--- config.mk ---
export PLATFORM = sky130hd
export DESIGN_NAME = sisc_exec_ctrl_flat
export DESIGN_NICKNAME = d
export VERILOG_FILES = /design/src/rtl/sisc_pkg.sv /design/src/rtl/sisc_exec_ctrl_if.sv /design/src/rtl/sisc_alu_core.sv /design/src/rtl/sisc_exec_ctrl.sv /design/src/flat_wrapper.sv
export SDC_FILE = /design/constraint.sdc
export NUM_CORES = 1
export LEC_CHECK = 0
export CAP_MARGIN = 10
export CORE_ASPECT_RATIO = 0.5
export CORE_MARGIN = 3
export CORE_UTILIZATION = 46
export CTS_BUF_LIST = sky130_fd_sc_hd__clkbuf_8
export DETAILED_ROUTE_END_ITERATION = 7
export PLACE_DENSITY = 0.8
export SLEW_MARGIN = 25
export SYNTH_ARGS = -nofsm -noshare
export SYNTH_HDL_FRONTEND = slang
export SYNTH_SLANG_ARGS = --single-unit
export TNS_END_PERCENT = 10
--- constraint.sdc ---
create_clock -name CLK -period 8.7 [get_ports CLK]
set_input_delay 1.74 -clock CLK [delete_from_list [all_inputs] [get_ports CLK]]
set_output_delay 1.74 -clock CLK [all_outputs]
set_load 0.02 [all_outputs]
--- src/rtl/sisc_pkg.sv ---
`default_nettype none
// ============================================================================
//  Module   : sisc_pkg
//  Brief    : Shared constants and types for the SISC execution/control core:
//             opcodes, ALU function codes, ALU operation encodings, FSM state
//             encoding and status-register bit positions.
//  Revision : 1.0 - initial release
// ============================================================================
package sisc_pkg;

   // Instruction opcodes (IR[31:28])
   localparam logic [3:0] OP_NOOP = 4'h0;
   localparam logic [3:0] OP_ALU  = 4'h1;
   localparam logic [3:0] OP_ADDI = 4'h2;
   localparam logic [3:0] OP_BRA  = 4'h4;
   localparam logic [3:0] OP_BRR  = 4'h5;
   localparam logic [3:0] OP_BNE  = 4'h6;
   localparam logic [3:0] OP_BNR  = 4'h7;
   localparam logic [3:0] OP_LOD  = 4'h8;
   localparam logic [3:0] OP_STR  = 4'h9;
   localparam logic [3:0] OP_HLT  = 4'hF;

   // Register-ALU function codes (IR[3:0])
   localparam logic [3:0] FUNCT_ADD = 4'h0;
   localparam logic [3:0] FUNCT_SUB = 4'h1;
   localparam logic [3:0] FUNCT_AND = 4'h2;
   localparam logic [3:0] FUNCT_OR  = 4'h3;
   localparam logic [3:0] FUNCT_XOR = 4'h4;
   localparam logic [3:0] FUNCT_NOT = 4'h5;
   localparam logic [3:0] FUNCT_SHL = 4'h6;
   localparam logic [3:0] FUNCT_SHR = 4'h7;

   // ALU operation encodings
   localparam logic [1:0] ALU_OP_REG  = 2'b00;  // RA op RB per FUNCT
   localparam logic [1:0] ALU_OP_IMM  = 2'b01;  // RA + sext(IMM), flags valid
   localparam logic [1:0] ALU_OP_ADDR = 2'b10;  // RA + sext(IMM), address only
   localparam logic [1:0] ALU_OP_PASS = 2'b11;  // pass RB through

   // Status register bit positions within {C,V,N,Z}
   localparam int STAT_C = 3;
   localparam int STAT_V = 2;
   localparam int STAT_N = 1;
   localparam int STAT_Z = 0;

   // Instruction-sequencing states
   typedef enum logic [2:0] {
      ST_START0    = 3'd0,
      ST_START1    = 3'd1,
      ST_FETCH     = 3'd2,
      ST_DECODE    = 3'd3,
      ST_EXECUTE   = 3'd4,
      ST_MEM       = 3'd5,
      ST_WRITEBACK = 3'd6,
      ST_HALT      = 3'd7
   } state_t;

   // True for any of the four conditional branch opcodes
   function automatic logic is_branch(input logic [3:0] opcode);
      return (opcode == OP_BRA) || (opcode == OP_BRR) ||
             (opcode == OP_BNE) || (opcode == OP_BNR);
   endfunction

endpackage : sisc_pkg
`default_nettype wire

--- src/rtl/sisc_exec_ctrl_if.sv ---
`default_nettype none
// ============================================================================
//  Module   : sisc_exec_ctrl_if
//  Brief    : Datapath <-> execution/control core bundle. The master modport is
//             the control core (drives strobes, ALU result, branch target);
//             the slave modport is the surrounding datapath.
//  Revision : 1.0 - initial release
// ============================================================================
interface sisc_exec_ctrl_if #(
   parameter int DW = 32,
   parameter int AW = 16
);
   // Datapath -> core
   logic [DW-1:0] IR;
   logic [DW-1:0] RSA;
   logic [DW-1:0] RSB;
   logic [3:0]    STAT;
   logic [AW-1:0] PC_INC;

   // Core -> datapath
   logic [DW-1:0] ALU_RESULT;
   logic [3:0]    CC;
   logic          CC_EN;
   logic [1:0]    ALU_OP;
   logic [AW-1:0] BR_ADDR;
   logic          BR_SEL;
   logic          RF_WE;
   logic          RD_SEL;
   logic          WB_SEL;
   logic          MM_SEL;
   logic          DM_WE;
   logic          PC_SEL;
   logic          PC_WRITE;
   logic          PC_RST;

   modport master (
      input  IR, RSA, RSB, STAT, PC_INC,
      output ALU_RESULT, CC, CC_EN, ALU_OP, BR_ADDR, BR_SEL, RF_WE, RD_SEL,
             WB_SEL, MM_SEL, DM_WE, PC_SEL, PC_WRITE, PC_RST
   );

   modport slave (
      output IR, RSA, RSB, STAT, PC_INC,
      input  ALU_RESULT, CC, CC_EN, ALU_OP, BR_ADDR, BR_SEL, RF_WE, RD_SEL,
             WB_SEL, MM_SEL, DM_WE, PC_SEL, PC_WRITE, PC_RST
   );

endinterface : sisc_exec_ctrl_if
`default_nettype wire

--- src/rtl/sisc_alu_core.sv ---
`default_nettype none
// ============================================================================
//  Module   : sisc_alu_core
//  Brief    : Combinational SISC ALU with {C,V,N,Z} status generation.
//             Build option SISC_SHIFT_EN: when defined, FUNCT 6/7 perform
//             logical shift left/right of RA by RB[4:0]; when undefined those
//             codes return 0 and no shifter is built.
//  Revision : 1.0 - initial release
// ============================================================================
module sisc_alu_core
   import sisc_pkg::*;
#(
   parameter int DW = 32
) (
   input  wire logic [1:0]    alu_op,
   input  wire logic [3:0]    funct,
   input  wire logic [DW-1:0] rsa,
   input  wire logic [DW-1:0] rsb,
   input  wire logic [15:0]   imm,
   output logic      [DW-1:0] result,
   output logic      [3:0]    cc
);

   localparam int SHW = $clog2(DW);

   logic [DW-1:0] w_imm_ext;
   logic [DW-1:0] w_add_b;
   logic          w_add_cin;
   logic [DW:0]   w_add_sum;
   logic          w_add_ovf;
   logic          w_arith;

   assign w_imm_ext = {{(DW-16){imm[15]}}, imm};

   // Select the second adder operand; SUB is RA + ~RB + 1 so carry means no-borrow
   always_comb begin
      w_add_b   = rsb;
      w_add_cin = 1'b0;
      case (alu_op)
         ALU_OP_REG: begin
            if (funct == FUNCT_SUB) begin
               w_add_b   = ~rsb;
               w_add_cin = 1'b1;
            end
         end
         ALU_OP_IMM,
         ALU_OP_ADDR: w_add_b = w_imm_ext;
         default:     w_add_b = rsb;
      endcase
   end

   // One shared adder for ADD, SUB, ADDI and address generation
   assign w_add_sum = {1'b0, rsa} + {1'b0, w_add_b} + {{DW{1'b0}}, w_add_cin};
   assign w_add_ovf = (rsa[DW-1] == w_add_b[DW-1]) && (w_add_sum[DW-1] != rsa[DW-1]);

`ifdef SISC_SHIFT_EN
   logic [DW-1:0] w_shl;
   logic [DW-1:0] w_shr;
   assign w_shl = rsa << rsb[SHW-1:0];
   assign w_shr = rsa >> rsb[SHW-1:0];
`endif

   // Result mux; w_arith marks results whose C/V come from the adder
   always_comb begin
      result  = '0;
      w_arith = 1'b0;
      case (alu_op)
         ALU_OP_REG: begin
            case (funct)
               FUNCT_ADD,
               FUNCT_SUB: begin
                  result  = w_add_sum[DW-1:0];
                  w_arith = 1'b1;
               end
               FUNCT_AND: result = rsa & rsb;
               FUNCT_OR:  result = rsa | rsb;
               FUNCT_XOR: result = rsa ^ rsb;
               FUNCT_NOT: result = ~rsa;
`ifdef SISC_SHIFT_EN
               FUNCT_SHL: result = w_shl;
               FUNCT_SHR: result = w_shr;
`endif
               default:   result = '0;
            endcase
         end
         ALU_OP_IMM,
         ALU_OP_ADDR: begin
            result  = w_add_sum[DW-1:0];
            w_arith = 1'b1;
         end
         default: result = rsb;
      endcase
   end

   // Status flags: logic, shift and pass-through clear C and V
   always_comb begin
      cc         = 4'b0000;
      cc[STAT_C] = w_arith ? w_add_sum[DW] : 1'b0;
      cc[STAT_V] = w_arith ? w_add_ovf     : 1'b0;
      cc[STAT_N] = result[DW-1];
      cc[STAT_Z] = (result == '0);
   end

endmodule : sisc_alu_core
`default_nettype wire

--- src/rtl/sisc_exec_ctrl.sv ---
`default_nettype none
// ============================================================================
//  Module   : sisc_exec_ctrl
//  Brief    : SISC multi-cycle execution/control core: instruction-sequencing
//             FSM, ALU (sisc_alu_core) and branch-target adder. All strobes are
//             decoded combinationally from the current state and IR.
//             Build option SISC_SHIFT_EN enables the ALU shifter.
//  Revision : 1.0 - initial release
// ============================================================================
module sisc_exec_ctrl
   import sisc_pkg::*;
#(
   parameter int DW = 32,
   parameter int AW = 16
) (
   input  wire logic          CLK,
   input  wire logic          RST_F,
   sisc_exec_ctrl_if.master   bus
);

   state_t        r_state;
   state_t        w_next_state;

   logic [3:0]    w_opcode;
   logic [3:0]    w_mm;
   logic [15:0]   w_imm;
   logic [3:0]    w_funct;
   logic          w_unused_ir;

   logic          w_is_mem;
   logic          w_br_abs;
   logic          w_br_cond;
   logic          w_br_taken;
   logic [1:0]    w_op_alu_op;
   logic [AW-1:0] w_br_rel;

   logic          w_cc_en;
   logic [1:0]    w_alu_op;
   logic          w_br_sel;
   logic          w_rf_we;
   logic          w_rd_sel;
   logic          w_wb_sel;
   logic          w_mm_sel;
   logic          w_dm_we;
   logic          w_pc_sel;
   logic          w_pc_write;
   logic          w_pc_rst;

   // IR field extraction; RA/RB index the register file outside this block
   assign w_opcode    = bus.IR[31:28];
   assign w_mm        = bus.IR[27:24];
   assign w_imm       = bus.IR[15:0];
   assign w_funct     = bus.IR[3:0];
   assign w_unused_ir = ^bus.IR[23:16];

   // Instruction-class decode
   assign w_is_mem   = (w_opcode == OP_LOD) || (w_opcode == OP_STR);
   assign w_br_abs   = (w_opcode == OP_BRA) || (w_opcode == OP_BNE);
   assign w_br_cond  = |(bus.STAT & w_mm);
   assign w_br_taken = ((w_opcode == OP_BRA) || (w_opcode == OP_BRR)) ?  w_br_cond :
                       ((w_opcode == OP_BNE) || (w_opcode == OP_BNR)) ? !w_br_cond :
                       1'b0;
   assign w_op_alu_op = (w_opcode == OP_ADDI) ? ALU_OP_IMM  :
                        w_is_mem              ? ALU_OP_ADDR :
                                                ALU_OP_REG;

   // Branch-target adder: relative targets wrap modulo 2^AW
   assign w_br_rel    = bus.PC_INC + AW'(w_imm);
   assign bus.BR_ADDR = w_br_abs ? AW'(w_imm) : w_br_rel;

   // State register; reset abandons any instruction in flight
   always_ff @(posedge CLK or negedge RST_F) begin
      if (!RST_F) begin
         r_state <= ST_START0;
      end else begin
         r_state <= w_next_state;
      end
   end

   // Next-state: fixed five-cycle instruction loop, HLT parks in HALT
   always_comb begin
      w_next_state = r_state;
      case (r_state)
         ST_START0:    w_next_state = ST_START1;
         ST_START1:    w_next_state = ST_FETCH;
         ST_FETCH:     w_next_state = ST_DECODE;
         ST_DECODE:    w_next_state = (w_opcode == OP_HLT) ? ST_HALT : ST_EXECUTE;
         ST_EXECUTE:   w_next_state = ST_MEM;
         ST_MEM:       w_next_state = ST_WRITEBACK;
         ST_WRITEBACK: w_next_state = ST_FETCH;
         ST_HALT:      w_next_state = ST_HALT;
         default:      w_next_state = ST_START0;
      endcase
   end

   // Output decode: every strobe defaults low outside the state that uses it
   always_comb begin
      w_cc_en    = 1'b0;
      w_alu_op   = ALU_OP_REG;
      w_br_sel   = 1'b0;
      w_rf_we    = 1'b0;
      w_rd_sel   = 1'b0;
      w_wb_sel   = 1'b0;
      w_mm_sel   = 1'b0;
      w_dm_we    = 1'b0;
      w_pc_sel   = 1'b0;
      w_pc_write = 1'b0;
      w_pc_rst   = 1'b0;
      case (r_state)
         ST_START0: begin
            w_pc_rst = 1'b1;
         end
         ST_FETCH: begin
            w_pc_write = 1'b1;
            w_pc_sel   = 1'b0;
         end
         ST_DECODE: begin
            if (is_branch(w_opcode)) begin
               w_br_sel = w_br_abs;
               if (w_br_taken) begin
                  w_pc_write = 1'b1;
                  w_pc_sel   = 1'b1;
               end
            end
         end
         ST_EXECUTE: begin
            w_alu_op = w_op_alu_op;
            w_cc_en  = (w_opcode == OP_ALU) || (w_opcode == OP_ADDI);
            w_mm_sel = w_is_mem && (w_mm != 4'h0);
         end
         ST_MEM: begin
            w_alu_op = w_op_alu_op;
            w_mm_sel = w_is_mem && (w_mm != 4'h0);
            w_dm_we  = (w_opcode == OP_STR);
         end
         ST_WRITEBACK: begin
            w_alu_op = w_op_alu_op;
            w_mm_sel = w_is_mem && (w_mm != 4'h0);
            case (w_opcode)
               OP_ALU: begin
                  w_rf_we  = 1'b1;
                  w_wb_sel = 1'b1;
                  w_rd_sel = 1'b0;
               end
               OP_ADDI: begin
                  w_rf_we  = 1'b1;
                  w_wb_sel = 1'b1;
                  w_rd_sel = 1'b1;
               end
               OP_LOD: begin
                  w_rf_we  = 1'b1;
                  w_wb_sel = 1'b0;
                  w_rd_sel = 1'b1;
               end
               default: w_rf_we = 1'b0;
            endcase
         end
         default: w_pc_rst = 1'b0;
      endcase
   end

   assign bus.CC_EN    = w_cc_en;
   assign bus.ALU_OP   = w_alu_op;
   assign bus.BR_SEL   = w_br_sel;
   assign bus.RF_WE    = w_rf_we;
   assign bus.RD_SEL   = w_rd_sel;
   assign bus.WB_SEL   = w_wb_sel;
   assign bus.MM_SEL   = w_mm_sel;
   assign bus.DM_WE    = w_dm_we;
   assign bus.PC_SEL   = w_pc_sel;
   assign bus.PC_WRITE = w_pc_write;
   assign bus.PC_RST   = w_pc_rst;

   sisc_alu_core #(
      .DW (DW)
   ) u_alu (
      .alu_op (w_alu_op),
      .funct  (w_funct),
      .rsa    (bus.RSA),
      .rsb    (bus.RSB),
      .imm    (w_imm),
      .result (bus.ALU_RESULT),
      .cc     (bus.CC)
   );

endmodule : sisc_exec_ctrl
`default_nettype wire

--- src/flat_wrapper.sv ---
// flat-port wrapper written by rule: the top's interface ports become plain ports
module sisc_exec_ctrl_flat import sisc_pkg::*;
#(
   parameter int DW = 32,
   parameter int AW = 16
)
  (CLK, RST_F, bus_IR, bus_RSA, bus_RSB, bus_STAT, bus_PC_INC, bus_ALU_RESULT, bus_CC, bus_CC_EN, bus_ALU_OP, bus_BR_ADDR, bus_BR_SEL, bus_RF_WE, bus_RD_SEL, bus_WB_SEL, bus_MM_SEL, bus_DM_WE, bus_PC_SEL, bus_PC_WRITE, bus_PC_RST);
  sisc_exec_ctrl_if #(.DW(DW), .AW(AW)) bus_i ();
  input  wire logic CLK;
  input  wire logic RST_F;
  input wire logic [$bits(bus_i.IR)-1:0] bus_IR;
  input wire logic [$bits(bus_i.RSA)-1:0] bus_RSA;
  input wire logic [$bits(bus_i.RSB)-1:0] bus_RSB;
  input wire logic [$bits(bus_i.STAT)-1:0] bus_STAT;
  input wire logic [$bits(bus_i.PC_INC)-1:0] bus_PC_INC;
  output wire logic [$bits(bus_i.ALU_RESULT)-1:0] bus_ALU_RESULT;
  output wire logic [$bits(bus_i.CC)-1:0] bus_CC;
  output wire logic [$bits(bus_i.CC_EN)-1:0] bus_CC_EN;
  output wire logic [$bits(bus_i.ALU_OP)-1:0] bus_ALU_OP;
  output wire logic [$bits(bus_i.BR_ADDR)-1:0] bus_BR_ADDR;
  output wire logic [$bits(bus_i.BR_SEL)-1:0] bus_BR_SEL;
  output wire logic [$bits(bus_i.RF_WE)-1:0] bus_RF_WE;
  output wire logic [$bits(bus_i.RD_SEL)-1:0] bus_RD_SEL;
  output wire logic [$bits(bus_i.WB_SEL)-1:0] bus_WB_SEL;
  output wire logic [$bits(bus_i.MM_SEL)-1:0] bus_MM_SEL;
  output wire logic [$bits(bus_i.DM_WE)-1:0] bus_DM_WE;
  output wire logic [$bits(bus_i.PC_SEL)-1:0] bus_PC_SEL;
  output wire logic [$bits(bus_i.PC_WRITE)-1:0] bus_PC_WRITE;
  output wire logic [$bits(bus_i.PC_RST)-1:0] bus_PC_RST;
  assign bus_i.IR = bus_IR;
  assign bus_i.RSA = bus_RSA;
  assign bus_i.RSB = bus_RSB;
  assign bus_i.STAT = bus_STAT;
  assign bus_i.PC_INC = bus_PC_INC;
  assign bus_ALU_RESULT = bus_i.ALU_RESULT;
  assign bus_CC = bus_i.CC;
  assign bus_CC_EN = bus_i.CC_EN;
  assign bus_ALU_OP = bus_i.ALU_OP;
  assign bus_BR_ADDR = bus_i.BR_ADDR;
  assign bus_BR_SEL = bus_i.BR_SEL;
  assign bus_RF_WE = bus_i.RF_WE;
  assign bus_RD_SEL = bus_i.RD_SEL;
  assign bus_WB_SEL = bus_i.WB_SEL;
  assign bus_MM_SEL = bus_i.MM_SEL;
  assign bus_DM_WE = bus_i.DM_WE;
  assign bus_PC_SEL = bus_i.PC_SEL;
  assign bus_PC_WRITE = bus_i.PC_WRITE;
  assign bus_PC_RST = bus_i.PC_RST;
  sisc_exec_ctrl #(.DW(DW), .AW(AW)) u_core (.CLK(CLK), .RST_F(RST_F), .bus(bus_i));
endmodule
# After elaboration in Yosys (flattened, before gate mapping)
# Index checks and enable logic that the tools add are counted.
# word_totals
register_bits	3
input_bits	118
output_inout_bits	64
elab_cells	92
# op_classes
n_addsub	3
n_eq_ne	25
muxes	34
n_bitwise	6
n_reduce_logical	23
# op_table
operator	count
$pmux 32 s5	1
$pmux 32 s2	2
$not 32->32	2
$add 32x32->33	1
$add 33x1->33	1
$and 32x32->32	1
$logic_not 32->1	1
$mux 32	1
$or 32x32->32	1
$xor 32x32->32	1
$eq 4x3->1 const B	6
$mux 1	22
$pmux 3 s7	1
$add 16x16->16	1
$mux 16	1
$eq 3x3->1 const B	4
$eq 4x2->1 const B	3
$eq 4x4->1 const B	3
$reduce_or 2->1	5
$eq 4x1->1 const B	2
$mux 2	4
$logic_or 1x1->1	7
$eq 3x2->1 const B	2
$reduce_or 3->1	2
other kinds (14)	16

# Logic depth before layout (Yosys ltp)
# Gate-level depths: netlist of run 1.
# depth
ltp_word	13
mapped_depth	24
depth_no_buf	21

# Hierarchy
# From an unflattened synthesis of run 1, not the netlist that was laid out.
# hier_totals
hier_cells	957
area_unflattened_um2	6393.6
# by_module_without_submodules
module	n_inst	cells_per_inst	area_each_um2	seq_area_each_um2
sisc_alu_core	1	771	5077.4	0.0
sisc_exec_ctrl	1	186	1316.3	75.1

# Least setup slack after synthesis of run 1
# No wires, ideal clock.
# synth_path
path_type	input -> output
startpoint	input bus_IR[29]
endpoint	output bus_CC[0]
t_arrival_ps	7761
required_time_ps	6960
setup_slack_ps	-801
path_stages	22
n_path_buf	6
cell_sequence	clkbuf_1 -> nor3b_1 -> nand3_1 -> inv_1 -> ha_1 -> clkbuf_1 -> buf_1 -> clkbuf_1 -> buf_1 -> clkbuf_1 -> o21ai_0 -> ha_1 -> a21oi_1 -> nor2_1 -> o41a_1 -> or3_1 -> a31o_1 -> nor4_2 -> nand4bb_1 -> or4_1 -> or4b_1 -> nor4_2
# synth_between
elab_chain_len	13
elab_cells_between_ends	18
classes_between	add/sub: 2; eq/ne: 5; mux: 7; reduce/logical: 4
# synth_lines
element	line_no	text
from (decl)	flat_wrapper.sv:11	input wire logic [$bits(bus_i.IR)-1:0] bus_IR;
$eq 4x4->1	sisc_exec_ctrl.sv:57	assign w_is_mem = (w_opcode == OP_LOD) || (w_opcode == OP_STR);
$logic_or 1x1->1	sisc_exec_ctrl.sv:57	
$mux 2	sisc_exec_ctrl.sv:64	w_is_mem ? ALU_OP_ADDR :
$mux 2 (*)	sisc_exec_ctrl.sv:63	assign w_op_alu_op = (w_opcode == OP_ADDI) ? ALU_OP_IMM :
$mux 2 (*)	sisc_exec_ctrl.sv:109	case (r_state)
net bus_ALU_OP[1]	flat_wrapper.sv:19	output wire logic [$bits(bus_i.ALU_OP)-1:0] bus_ALU_OP;
$eq 2x1->1 / $eq 2x2->1 (equally long branches)	sisc_alu_core.sv:39, sisc_alu_core.sv:67	
$reduce_or 2->1	sisc_alu_core.sv:39, sisc_alu_core.sv:67	
$pmux 32 s2	sisc_alu_core.sv:39	case (alu_op)
$add 32x32->33	sisc_alu_core.sv:53	assign w_add_sum = {1'b0, rsa} + {1'b0, w_add_b} + {{DW{1'b0}}, w_add_cin};
$add 33x1->33	sisc_alu_core.sv:53	
$pmux 32 s5	sisc_alu_core.sv:69	case (funct)
$pmux 32 s2 (*)	sisc_alu_core.sv:67	case (alu_op)
net bus_ALU_RESULT[10]	flat_wrapper.sv:16	output wire logic [$bits(bus_i.ALU_RESULT)-1:0] bus_ALU_RESULT;
$logic_not 32->1 (*)	sisc_alu_core.sv:101	cc[STAT_Z] = (result == '0);
to (decl)	flat_wrapper.sv:17	output wire logic [$bits(bus_i.CC)-1:0] bus_CC;
# The timed path passes the listed nets; every way through them passes the cells marked *.

# Final worst setup path of run 1
# layout_path
startpoint	input bus_IR[31]
endpoint	output bus_CC[0]
# layout_between
elab_chain_len	13
elab_cells_between_ends	18
classes_between	add/sub: 2; eq/ne: 5; mux: 7; reduce/logical: 4
# layout_lines
element	line_no
$eq 4x4->1	sisc_exec_ctrl.sv:57
$logic_or 1x1->1	sisc_exec_ctrl.sv:57
$mux 2	sisc_exec_ctrl.sv:64
$mux 2 (*)	sisc_exec_ctrl.sv:63
$mux 2 (*)	sisc_exec_ctrl.sv:109
$eq 2x1->1 / $eq 2x2->1 (equally long branches)	sisc_alu_core.sv:39, sisc_alu_core.sv:67
$reduce_or 2->1	sisc_alu_core.sv:39, sisc_alu_core.sv:67
$pmux 32 s2	sisc_alu_core.sv:39
$add 32x32->33	sisc_alu_core.sv:53
$add 33x1->33	sisc_alu_core.sv:53
$pmux 32 s5	sisc_alu_core.sv:69
$pmux 32 s2 (*)	sisc_alu_core.sv:67
$logic_not 32->1 (*)	sisc_alu_core.sv:101
# Every way passes the cells marked *; elsewhere a longest branch is shown, timed or not.

==> out/metrics.csv, run 1 <==
stage;metric;value;unit
outcome;status;finished, violations left;
outcome;failing checks;design-rule violations, negative setup slack;
global_routing;grt total ovfl;0;
pwr;Clk pwr share;3.4;%
clock_network;CTS clk-pin slew, worst paths;0.03;ns
pwr;Comb pwr share;93.2;%
setup_path;Worst Path Required;6.96;ns
floorplanning;Initial Utilization;47.5;%
global_routing;met1 Resource Use GR;48.9;%
placement;DP Wirelength;22.7;mm
global_routing;global-route wire length before repair;44.9;mm
synth;Unique masters post-synth;80;
pwr;sequential power share;3.4;%
route;post-detailed-routing wire length;28.4;mm
pwr;worst IR drop on VDD;0.0724;mV
pwr;Leakage;0.00466;uW
route;Via density;6.00;
global_routing;gr busiest metal;met2;
global_routing;largest net degree at the start of global routing;37;
global_routing;initial antenna violation count;0;
flow_run;max_cap viols;0;
route;drt drc;1;
timing;RSZ-0062 raised after global routing;true;
final_layout;share of post-route cells with drive strength above 1;20.0;%
synth;Synth area leader;ha_1;
route;Initial DRC Count;810;
setup_path;R2R cell count;3;
clock_network;CTS sink count;3;
setup_path;slowest cell on the critical path;or4_1;
clock_network;CTS root buffer;clkbuf_8;
synth;Post-Synthesis Cells;1000;
synth;Post-synth EDFFs;0;
synth;post-synthesis sequential area ratio;1.15;%
global_routing;met2 Track Usage GR;56.4;%
placement;placed cell area;0.00971;mm2
final_layout;Post-Layout Inst Area;0.00996;mm2
setup_path;CP arrival;7.08;ns
synth;Async SR Flop Fraction;100;%
synth;Syn Nets;1233;
synth;Synth Cell Area;0.00651;mm2
setup_path;Critical Path Source;bus_IR[31];
placement;RePlAce Congestion;1.01;
global_routing;gr usage total;34.6;%
clock_network;CTS tree;yes;
clock_network;Max H-tree Level;1;
pwr;Power, Total;1180;uW
pwr;Int Power;583;uW
timing;Pins Over Slew Limit;0;
setup_path;Worst setup endpoint;bus_CC[0];
timing;clock skew;0.00322;ns
synth;top_reg_cell synth;dfrtp_1;
route;WL/cell;18.9;um
synth;post-synth top area share;21.5;%
synth;synth warn;0;
floorplanning;num ports;182;
floorplanning;die width;174;um
setup_path;Worst Setup Path Type;input port to output port;
setup_path;CP Capture Type;output port;
floorplanning;die area;0.0157;mm2
setup_path;R2R setup slack;7.53;ns
clock_network;clk_lat worst skew;0.22;ns
pwr;P_sw;594;uW
timing;Final Cycle Share;101;%
timing;number of hold violations in the final report;0;
setup_path;CP max stage delay;0.54;ns
placement;Placed Cells;1498;
timing;setup violators final;1;
timing;worst rel slew slack;32.4;%
setup_path;Max Fanout on Critical Path;8;
floorplanning;Placeable Area;0.0137;mm2
route;Vias;9031;
final_layout;Ant. Diodes;0;
final_layout;# fillers;1130;
pwr;switching share of power;50.4;%
setup_path;most frequent cell on the critical path;buf_4;
synth;Syn Area/Cell;6.51;um2
global_routing;vias in the first global route;8593;
synth;ranking of synthesized cells by area;ha_1 (22%), a21oi_1 (6.8%), o21ai_0 (6.6%);
route;TritonRoute pass-1 iters;8;
global_routing;GRT met3 Usage;3.54;%
final_layout;Finished Core Util;72.7;%
final_layout;area grow syn2layout;52.9;%
route;remaining antenna violation count;0;
final_layout;non-filler cells, final;1505;
final_layout;layout net count;1547;
timing;post-layout minimum cycle time;8.82;ns
timing;Min Hold Slack;0.680;ns
clock_network;CTS Hold Bufs;0;
timing;fmax;113;MHz
timing;final setup margin;-0.116;ns
floorplanning;Core Rows;30;
clock_network;Clock Path Buffers;2;
setup_path;CP Launch Type;input port;
synth;Yosys reg bits;3;
clock_network;Num CTS Buffers;3;
pwr;PwrDens;118;mW/mm2
setup_path;reg2reg end;u_core.r_state[1];
timing;Slew @ Worst Pin;1.00;ns
placement;# port buffers;173;
min_path;Worst Hold Class;register to register;
floorplanning;Die Ht;90.1;um
## metrics by stage
stage | setup TNS (ns) | setup WS [ns]
after floorplan | 0 | 0.0160
after global placement | -1.53 | -0.775
after detailed placement | -1.81 | -0.891
after CTS | 0 | 0.00265
after global routing | -0.356 | -0.304
final | -0.116 | -0.116
## routing by layer
layer  routed length, um  vias to the layer above
met4                 611                        0
met1               12500                     4206
met3                2660                       60
met2               12600                      459
li1                    -                     4306
met5                   0                        -
## cells by family after synthesis
group | Yosys count | synth area share (%)
buffers and inverters | 165 | 9.99
multiplexers | 17 | 2.75
flip-flops | 3 | 1.15
adder cells (fa/ha/maj) | 115 | 22.4
XOR/XNOR | 28 | 3.76
AND/OR/NAND/NOR | 314 | 23.7
AO/OA/AOI/OAI | 358 | 36.2
## cell type report
| class | instances | area [um2] | area share (%) |
|---|---|---|---|
| sequential | 3 | 75.1 | 0.754 |
| multi-input combinational | 832 | 5990 | 60.2 |
| timing repair buffer | 368 | 3200 | 32.2 |
| clock inverter | 1 | 3.75 | 0.0377 |
| tap | 192 | 240 | 2.41 |
| inverter | 106 | 399 | 4.01 |
| clock buffer | 3 | 41.3 | 0.415 |
## placed cells by master, fill, tap and decap left out, drive strengths merged, types with 8 or more instances in the layout
cell type / instances
o21ai: 91
mux2i: 10
a211oi: 8
o22ai: 10
xnor2: 18
nor2b: 13
a22oi: 27
nor3b: 9
clkdlybuf4s50: 165
o211ai: 13
nor2: 91
a21oi: 90
nor3: 22
a21o: 17
nand4: 10
nor4: 8
buf: 197
a31oi: 12
nand3: 25
o221ai: 12
nand2b: 15
nand2: 85
inv: 106
xor2: 10
ha: 112
## timing repair
| item | CTS | global route |
|---|---|---|
| gates cloned | 0 | 0 |
| endpoints found under the hold margin | 0 | 0 |
| pin swaps | 4 | 1 |
| gates resized for setup | 36 | 14 |
| endpoints found under the setup margin | 7 | 7 |
| buffers inserted | 2 | 1 |
## worst min-delay path by stage
stage,depth (start not counted),from,slack [ns],end
after floorplan,2,u_core.r_state[0],0.71,u_core.r_state[1]
after global placement,1,u_core.r_state[0],0.63,u_core.r_state[1]
after detailed placement,1,u_core.r_state[0],0.63,u_core.r_state[1]
after CTS,1,u_core.r_state[0],0.66,u_core.r_state[1]
after global routing,1,u_core.r_state[0],0.71,u_core.r_state[1]
final,1,u_core.r_state[0],0.68,u_core.r_state[1]
## critical path: cells and delay by family
kind,cells,cell delay (ns)
buffers and inverters,10,1.64
muxes,1,0.31
adders and majority gates,2,0.48
AOI/OAI and AO/OA,6,1.01
and+or+nand+nor,8,1.87
## Yosys cell counts, types with 6 or more instances
master     number
nor4b_1         6
nor3b_1         9
mux2_2          7
a221o_1         7
a31oi_1        12
nand2b_1       15
nor3_1         22
nand2_1        85
xnor2_1        18
or3_1           6
ha_1          112
mux2i_1        10
nor2_1         89
nand4_1        10
o221ai_1       12
o31ai_1         7
a21oi_1        89
o22ai_1        10
nor4_1          6
xor2_1         10
a2bb2oi_1       6
nand3_1        25
a22oi_1        27
o211ai_1       13
a222oi_1        6
buf_2          10
clkbuf_1       40
a21o_1         17
o21ai_0        86
nor2b_1        13
inv_1         105
## power by group through the flow
stage	registers (uW)	logic [uW]	clock network, uW
global route	41.4	1180	42.2
CTS	38.2	1070	39.9
global placement	36.8	1020	0
finish	40.1	1100	40.0
floorplan	22.9	558	0
detailed placement	37.5	1040	0
Note: power is estimated with default switching activity, not from simulation.
==> run 2, diff against run 1 <==
--- a/config.mk
+++ b/config.mk
@@ -12,7 +12,6 @@
 export CTS_BUF_LIST = sky130_fd_sc_hd__clkbuf_8
 export DETAILED_ROUTE_END_ITERATION = 7
 export PLACE_DENSITY = 0.8
-export SLEW_MARGIN = 25
 export SYNTH_ARGS = -nofsm -noshare
 export SYNTH_HDL_FRONTEND = slang
 export SYNTH_SLANG_ARGS = --single-unit
==> run 2 against run 1 <==
Effect of this change:
- cell count is the same
- the run still ends with design-rule violations, negative setup slack left
- core utilization is essentially flat
- die area is the same
- critical endpoint unchanged
- power is essentially flat
- worst hold slack lost 0.0020 ns
- sequential share of layout area is essentially flat
- design area is essentially flat
- clock-buffer cell count is the same
- combinational power is essentially flat
- clock skew shrank 0.00093 ns
==> out/metrics.csv, run 2 (synthesis gave the netlist of run 1 again) <==
stage;metric;value;unit;change
final_layout;Post-Layout Inst Area;0.00995;mm2;about the same
setup_path;R2R cell count;3;;unchanged
setup_path;R2R setup slack;7.50;ns;-0.03 ns
clock_network;CTS root buffer;clkbuf_8;;
pwr;Leakage;0.00466;uW;about the same
placement;DP Wirelength;22.7;mm;unchanged
clock_network;CTS sink count;3;;unchanged
final_layout;most frequent cells in the layout;buf_4 (195), clkdlybuf4s50_1 (165), ha_1 (107), inv_1 (104), nor2_1 (88);;
floorplanning;Initial Utilization;47.5;%;unchanged
pwr;PwrDens;118;mW/mm2;+0.10%
global_routing;grt total ovfl;0;;unchanged
floorplanning;die width;174;um;unchanged
placement;placed cell area;0.00971;mm2;unchanged
setup_path;Max Fanout on Critical Path;6;;-2
floorplanning;num ports;182;;unchanged
timing;number of hold violations in the final report;0;;unchanged
placement;# port buffers;173;;unchanged
final_layout;most common cell after layout, fill and taps aside;buf_4;;
timing;post-layout minimum cycle time;8.78;ns;-0.0340 ns
setup_path;Worst Path Required;6.96;ns;about the same
setup_path;reg2reg end;u_core.r_state[1];;
pwr;Power, Total;1180;uW;about the same
final_layout;Finished Core Util;72.6;%;about the same
route;Via density;6.00;;about the same
route;WL/cell;18.9;um;+0.29%
final_layout;area grow syn2layout;52.8;%;about the same
clock_network;CTS clk-pin slew, worst paths;0.03;ns;about the same
floorplanning;Core Rows;30;;unchanged
clock_network;Clock Path Buffers;2;;unchanged
global_routing;global-route wire length before repair;44.9;mm;unchanged
clock_network;Max H-tree Level;1;;unchanged
route;Vias;9023;;-0.089%
floorplanning;Placeable Area;0.0137;mm2;unchanged
clock_network;clk_lat worst skew;0.22;ns;about the same
min_path;HP Start;u_core.r_state[0];;
min_path;Hold Crit Depth;1;;unchanged
global_routing;gr usage total;34.6;%;unchanged
timing;final setup margin;-0.0821;ns;+0.0340 ns
timing;RSZ-0062 raised after global routing;true;;
final_layout;layout net count;1547;;unchanged
setup_path;CP Launch Type;input port;;
pwr;Clk pwr share;3.4;%;about the same
placement;RePlAce Congestion;1.01;;unchanged
timing;Final Cycle Share;101;%;-0.39 points
pwr;Comb pwr share;93.2;%;about the same
setup_path;CP arrival;7.04;ns;-0.04 ns
timing;Pins Over Slew Limit;0;;unchanged
min_path;Hold EP;u_core.r_state[1];;
flow_run;max_cap viols;0;;unchanged
timing;clock skew;0.00229;ns;-0.000929 ns
clock_network;Num CTS Buffers;3;;unchanged
min_path;Worst Hold Class;register to register;;
route;Initial DRC Count;865;;+6.8%
global_routing;vias in the first global route;8593;;unchanged
timing;worst rel slew slack;25.3;%;-7.0 points
floorplanning;Die Ht;90.1;um;unchanged
timing;Slew @ Worst Pin;1.12;ns;+0.118 ns
timing;setup violators final;1;;unchanged
route;remaining antenna violation count;0;;unchanged
route;TritonRoute pass-1 iters;8;;unchanged
route;drt drc;2;;+1
clock_network;CTS tree;yes;;
outcome;failing checks;design-rule violations, negative setup slack;;
pwr;sequential power share;3.5;%;about the same
global_routing;largest net degree at the start of global routing;37;;unchanged
global_routing;initial antenna violation count;0;;unchanged
pwr;P_sw;594;uW;+0.12%
pwr;Int Power;583;uW;about the same
setup_path;Worst Setup Path Type;input port to output port;;
route;post-detailed-routing wire length;28.5;mm;+0.29%
setup_path;CP Capture Type;output port;;
outcome;status;finished, violations left;;
pwr;worst IR drop on VDD;0.0728;mV;+0.49%
final_layout;share of post-route cells with drive strength above 1;20.0;%;unchanged
pwr;switching share of power;50.5;%;about the same
final_layout;Ant. Diodes;0;;unchanged
timing;fmax;114;MHz;+0.39%
floorplanning;die area;0.0157;mm2;unchanged
## run 2: cell counts in the layout (fill, tap and decap cells not counted)
Identical to the previous run, type by type.
## run 2: per-stage QoR
step,hold slack (ns),setup TNS [ns],setup WS [ns],cells
2_1_floorplan,0.713,0,0.0160,1000
3_3_place_gp,0.634,-1.53,-0.775,1498
3_5_place_dp,0.635,-1.81,-0.891,1498
4_1_cts,0.658,0,0.00265,1504
5_1_grt,0.706,-0.273,-0.273,1505
6_report,0.678,-0.0821,-0.0821,1505
## run 2: worst max-delay path by stage
stage / cells past startpoint / start / endpoint / slack [ns]
3_3_place_gp: 22 / bus_IR[29] / bus_CC[0] / -0.78
2_1_floorplan: 22 / bus_IR[28] / bus_CC[0] / 0.02
5_1_grt: 25 / bus_IR[28] / bus_CC[0] / -0.27
6_report: 23 / bus_IR[28] / bus_CC[0] / -0.08
4_1_cts: 23 / bus_IR[1] / bus_CC[0] / 0.003
3_5_place_dp: 23 / bus_IR[29] / bus_CC[0] / -0.89
## run 2: cell type report
cell class,count,area (um2)
multi-input combinational,832,5990
fill,1128,3750
timing repair buffer,368,3200
inverter,106,399
tap,192,240
sequential,3,75.1
clock buffer,3,41.3
clock inverter,1,3.75
## run 2: worst max-delay path, cell delays in order
cell	delay, ns
clkdlybuf4s50_1	0.46
nor4b_4	0.28
nand3_2	0.16
ha_4	0.23
nand2_1	0.08
clkinv_2	0.08
buf_4	0.17
a22oi_1	0.13
o21ai_0	0.11
ha_1	0.39
buf_4	0.19
nand2_1	0.08
o22ai_1	0.10
o41a_1	0.34
or3_1	0.31
a31o_2	0.25
nor4_2	0.25
buf_4	0.18
nand4bb_4	0.13
or4_1	0.55
or4b_4	0.51
nor4_4	0.14
buf_4	0.18
## run 2: repair_timing
action | CTS | global route
hold buffers | 0 | 0
pin swaps | 4 | 1
resized for setup | 36 | 14
setup buffers | 2 | 1
cloned | 0 | 0
setup endpoints to repair | 7 | 7
## run 2: power by group through the flow
stage | combinational (uW) | clock [uW] | sequential [uW]
after floorplan | 558 | 0 | 22.9
after global placement | 1020 | 0 | 36.8
after detailed placement | 1040 | 0 | 37.5
after CTS | 1070 | 39.9 | 38.2
after global routing | 1180 | 42.2 | 41.6
final | 1100 | 39.7 | 40.7
## run 2: layer usage
metal | up-vias | track usage [%] | share of wire [%]
li1 | 4292 | - | -
met1 | 4200 | 48.9 | 45
met2 | 463 | 56.4 | 44
met3 | 68 | 3.54 | 8.3
met4 | 0 | 8.36 | 2.4
met5 | - | 0 | 0
==> run 3, diff against run 2 <==
--- a/config.mk
+++ b/config.mk
@@ -8,10 +8,12 @@
 export CAP_MARGIN = 10
 export CORE_ASPECT_RATIO = 0.5
 export CORE_MARGIN = 3
-export CORE_UTILIZATION = 46
+export CORE_UTILIZATION = 50
 export CTS_BUF_LIST = sky130_fd_sc_hd__clkbuf_8
 export DETAILED_ROUTE_END_ITERATION = 7
-export PLACE_DENSITY = 0.8
+export DONT_BUFFER_PORTS = 1
+export PLACE_DENSITY = 0.68
+export REMOVE_ABC_BUFFERS = 1
 export SYNTH_ARGS = -nofsm -noshare
 export SYNTH_HDL_FRONTEND = slang
 export SYNTH_SLANG_ARGS = --single-unit
==> run 3 against run 2 <==
Effect of this change:
- the run now ends clean
- core utilization shrank 13 points
- sequential power shrank 6.6%
- cell count shrank 20%
- wire length shrank 15%
- critical path type unchanged
==> out/metrics.csv, run 3 (synthesis gave the netlist of run 1 again) <==
stage;metric;value;unit;change
final_layout;Post-Layout Inst Area;0.00736;mm2;-26%
placement;placed cell area;0.00716;mm2;-26%
route;DR WL met3;2.66;mm;+13%
global_routing;gr usage total;31.8;%;-2.8 points
route;Via density;6.50;;+8.4%
setup_path;CP arrival;6.76;ns;-0.28 ns
setup_path;CP bufs+invs;3;;-3
global_routing;largest net degree at the start of global routing;63;;+70%
final_layout;area grow syn2layout;13.0;%;
final_layout;Ant. Diodes;0;;unchanged
route;Initial DRC Count;703;;-19%
clock_network;CTS clk-pin slew, worst paths;0.03;ns;about the same
min_path;HP Start;u_core.r_state[0];;
timing;Final Cycle Share;97.7;%;-3.3 points
min_path;Worst Hold Class;register to register;;
route;Vias;7791;;-14%
placement;RePlAce Congestion;0.980;;-3.0%
clock_network;CTS sink count;3;;unchanged
timing;clock skew;0.00393;ns;+0.00164 ns
clock_network;Clock Path Buffers;2;;unchanged
setup_path;stages on the worst setup path;19;;-17%
timing;setup violators final;0;;-1
timing;RSZ-0062 raised after global routing;false;;
final_layout;most common cell after layout, fill and taps aside;ha_1;;
final_layout;FF+latch area;75.1;um2;unchanged
setup_path;Crit path max-delay family;simple AND/OR/NAND/NOR gates;;
final_layout;# fillers;1226;;+8.7%
timing;Pins Over Slew Limit;0;;unchanged
placement;# port buffers;0;;-100%
route;drt drc;0;;-2
final_layout;most frequent cells in the layout;ha_1 (106), inv_1 (103), buf_4 (88), nor2_1 (87), a21oi_1 (86);;
floorplanning;die width;167;um;-3.9%
setup_path;Cell Chain, Critical Path;nor4b_2, nand3_1, buf_4, ha_4, nor2b_4, buf_4, a221o_1, ha_1, a211oi_2, o21ai_1, o21ai_0, xnor2_1, a221o_1, nor4_1, nand4bb_1, or4_4, or4b_1, nor4_2, buf_4;;
setup_path;CP Launch Type;input port;;
timing;worst rel slew slack;17.7;%;-7.6 points
placement;DP Wirelength;19.2;mm;-16%
timing;Slew @ Worst Pin;1.22;ns;+0.0984 ns
setup_path;slowest cell on the critical path;or4_4;;
global_routing;vias in the first global route;7193;;-16%
route;TritonRoute pass-1 iters;5;;-3
route;DRT met1 WL;10.7;mm;-16%
clock_network;Max H-tree Level;1;;unchanged
final_layout;share of post-route cells with drive strength above 1;14.7;%;-5.3 points
setup_path;Worst Setup Path Type;input port to output port;;
setup_path;reg2reg end;u_core.r_state[1];;
route;routed wl met2;10.4;mm;-18%
setup_path;Max Fanout on Critical Path;8;;+2
timing;number of hold violations in the final report;0;;unchanged
floorplanning;Initial Utilization;53.1;%;+5.6 points
floorplanning;Core Rows;28;;-6.7%
global_routing;grt total ovfl;0;;unchanged
min_path;Hold Crit Depth;1;;unchanged
pwr;Leakage;0.00343;uW;-26%
clock_network;CTS tree;yes;;
route;top sig layer;met4;;
route;post-detailed-routing wire length;24.3;mm;-15%
placement;worst slack at placement;0.0203;ns;+0.912 ns
timing;final setup margin;0.203;ns;+0.285 ns
final_layout;layout net count;1268;;-18%
timing;setup TNS;0;ns;+0.0821 ns
global_routing;initial antenna violation count;0;;unchanged
floorplanning;num ports;182;;unchanged
clock_network;clk_lat worst skew;0.22;ns;about the same
flow_run;max_cap viols;0;;unchanged
pwr;worst IR drop on VDD;0.144;mV;+98%
floorplanning;die area;0.0145;mm2;-7.6%
timing;post-layout minimum cycle time;8.50;ns;-0.285 ns
route;remaining antenna violation count;0;;unchanged
pwr;PwrDens;117;mW/mm2;-0.79%
setup_path;Worst Path Required;6.96;ns;about the same
floorplanning;Die Ht;86.7;um;-3.8%
route;WL/cell;20.2;um;+6.9%
clock_network;Num CTS Buffers;3;;unchanged
final_layout;Finished Core Util;60.0;%;-13 points
setup_path;R2R setup slack;7.62;ns;+0.12 ns
setup_path;most frequent cell on the critical path;buf_4;;
outcome;status;finished clean;;
timing;fmax;118;MHz;+3.4%
min_path;Hold EP;u_core.r_state[1];;
global_routing;global-route wire length before repair;38.1;mm;-15%
setup_path;CP max stage delay;0.57;ns;+0.02 ns
clock_network;CTS root buffer;clkbuf_8;;
setup_path;CP Capture Type;output port;;
floorplanning;Placeable Area;0.0123;mm2;-11%
final_layout;multi-input logic area;0.00596;mm2;-0.54%
setup_path;R2R cell count;3;;unchanged
## run 3: per-stage QoR
step | power (uW) | cells | hold slack (ns)
after floorplan | 561 | 941 | 0.595
after global placement | 773 | 1194 | 0.638
after detailed placement | 783 | 1194 | 0.647
after CTS | 831 | 1198 | 0.657
after global routing | 940 | 1199 | 0.688
final | 864 | 1199 | 0.656
## run 3: worst max-delay path by stage
stage	end	slack (ns)	startpoint
2_1_floorplan	bus_CC[0]	-1.01	bus_IR[29]
3_5_place_dp	bus_CC[0]	0.02	bus_IR[28]
6_report	bus_CC[0]	0.20	bus_IR[28]
4_1_cts	bus_CC[0]	0.006	bus_IR[28]
3_3_place_gp	bus_CC[0]	0.07	bus_IR[29]
5_1_grt	bus_CC[0]	0.03	bus_IR[28]
## run 3: timing repair
action	in CTS	in global routing
buffers inserted	0	1
hold buffers	0	0
endpoints found under the setup margin	1	1
hold endpoints to repair	0	0
resized for setup	2	37
pin swaps	0	8
## run 3: area by class of cell
class                           count  area share [%]
Timing Repair Buffer               89            9.25
Sequential cell                     3            1.02
Inverter                          106            5.40
Clock inverter                      1          0.0510
Clock buffer                        3           0.561
Multi-Input combinational cell    832            80.9
Tap cell                          165            2.80
## run 3: worst register-to-register path, delay by kind of cell (launching register included)
family           cells  cell delay, ns
flip-flops           1            0.48
AND/OR/NAND/NOR      1            0.10
AO/OA/AOI/OAI        2            0.38
## run 3: per-layer routing
metal  vias to the layer above  track usage [%]
met5                         -                0
met4                         0             8.24
met3                        35             4.60
met2                       414             52.1
met1                      3601             44.2
li1                       3741                -
## run 3: where the power goes
part,internal [uW],switching [uW],total (uW)
combinational,318,467,785
clock,30.1,10.5,40.7
sequential,21.1,16.9,38.0
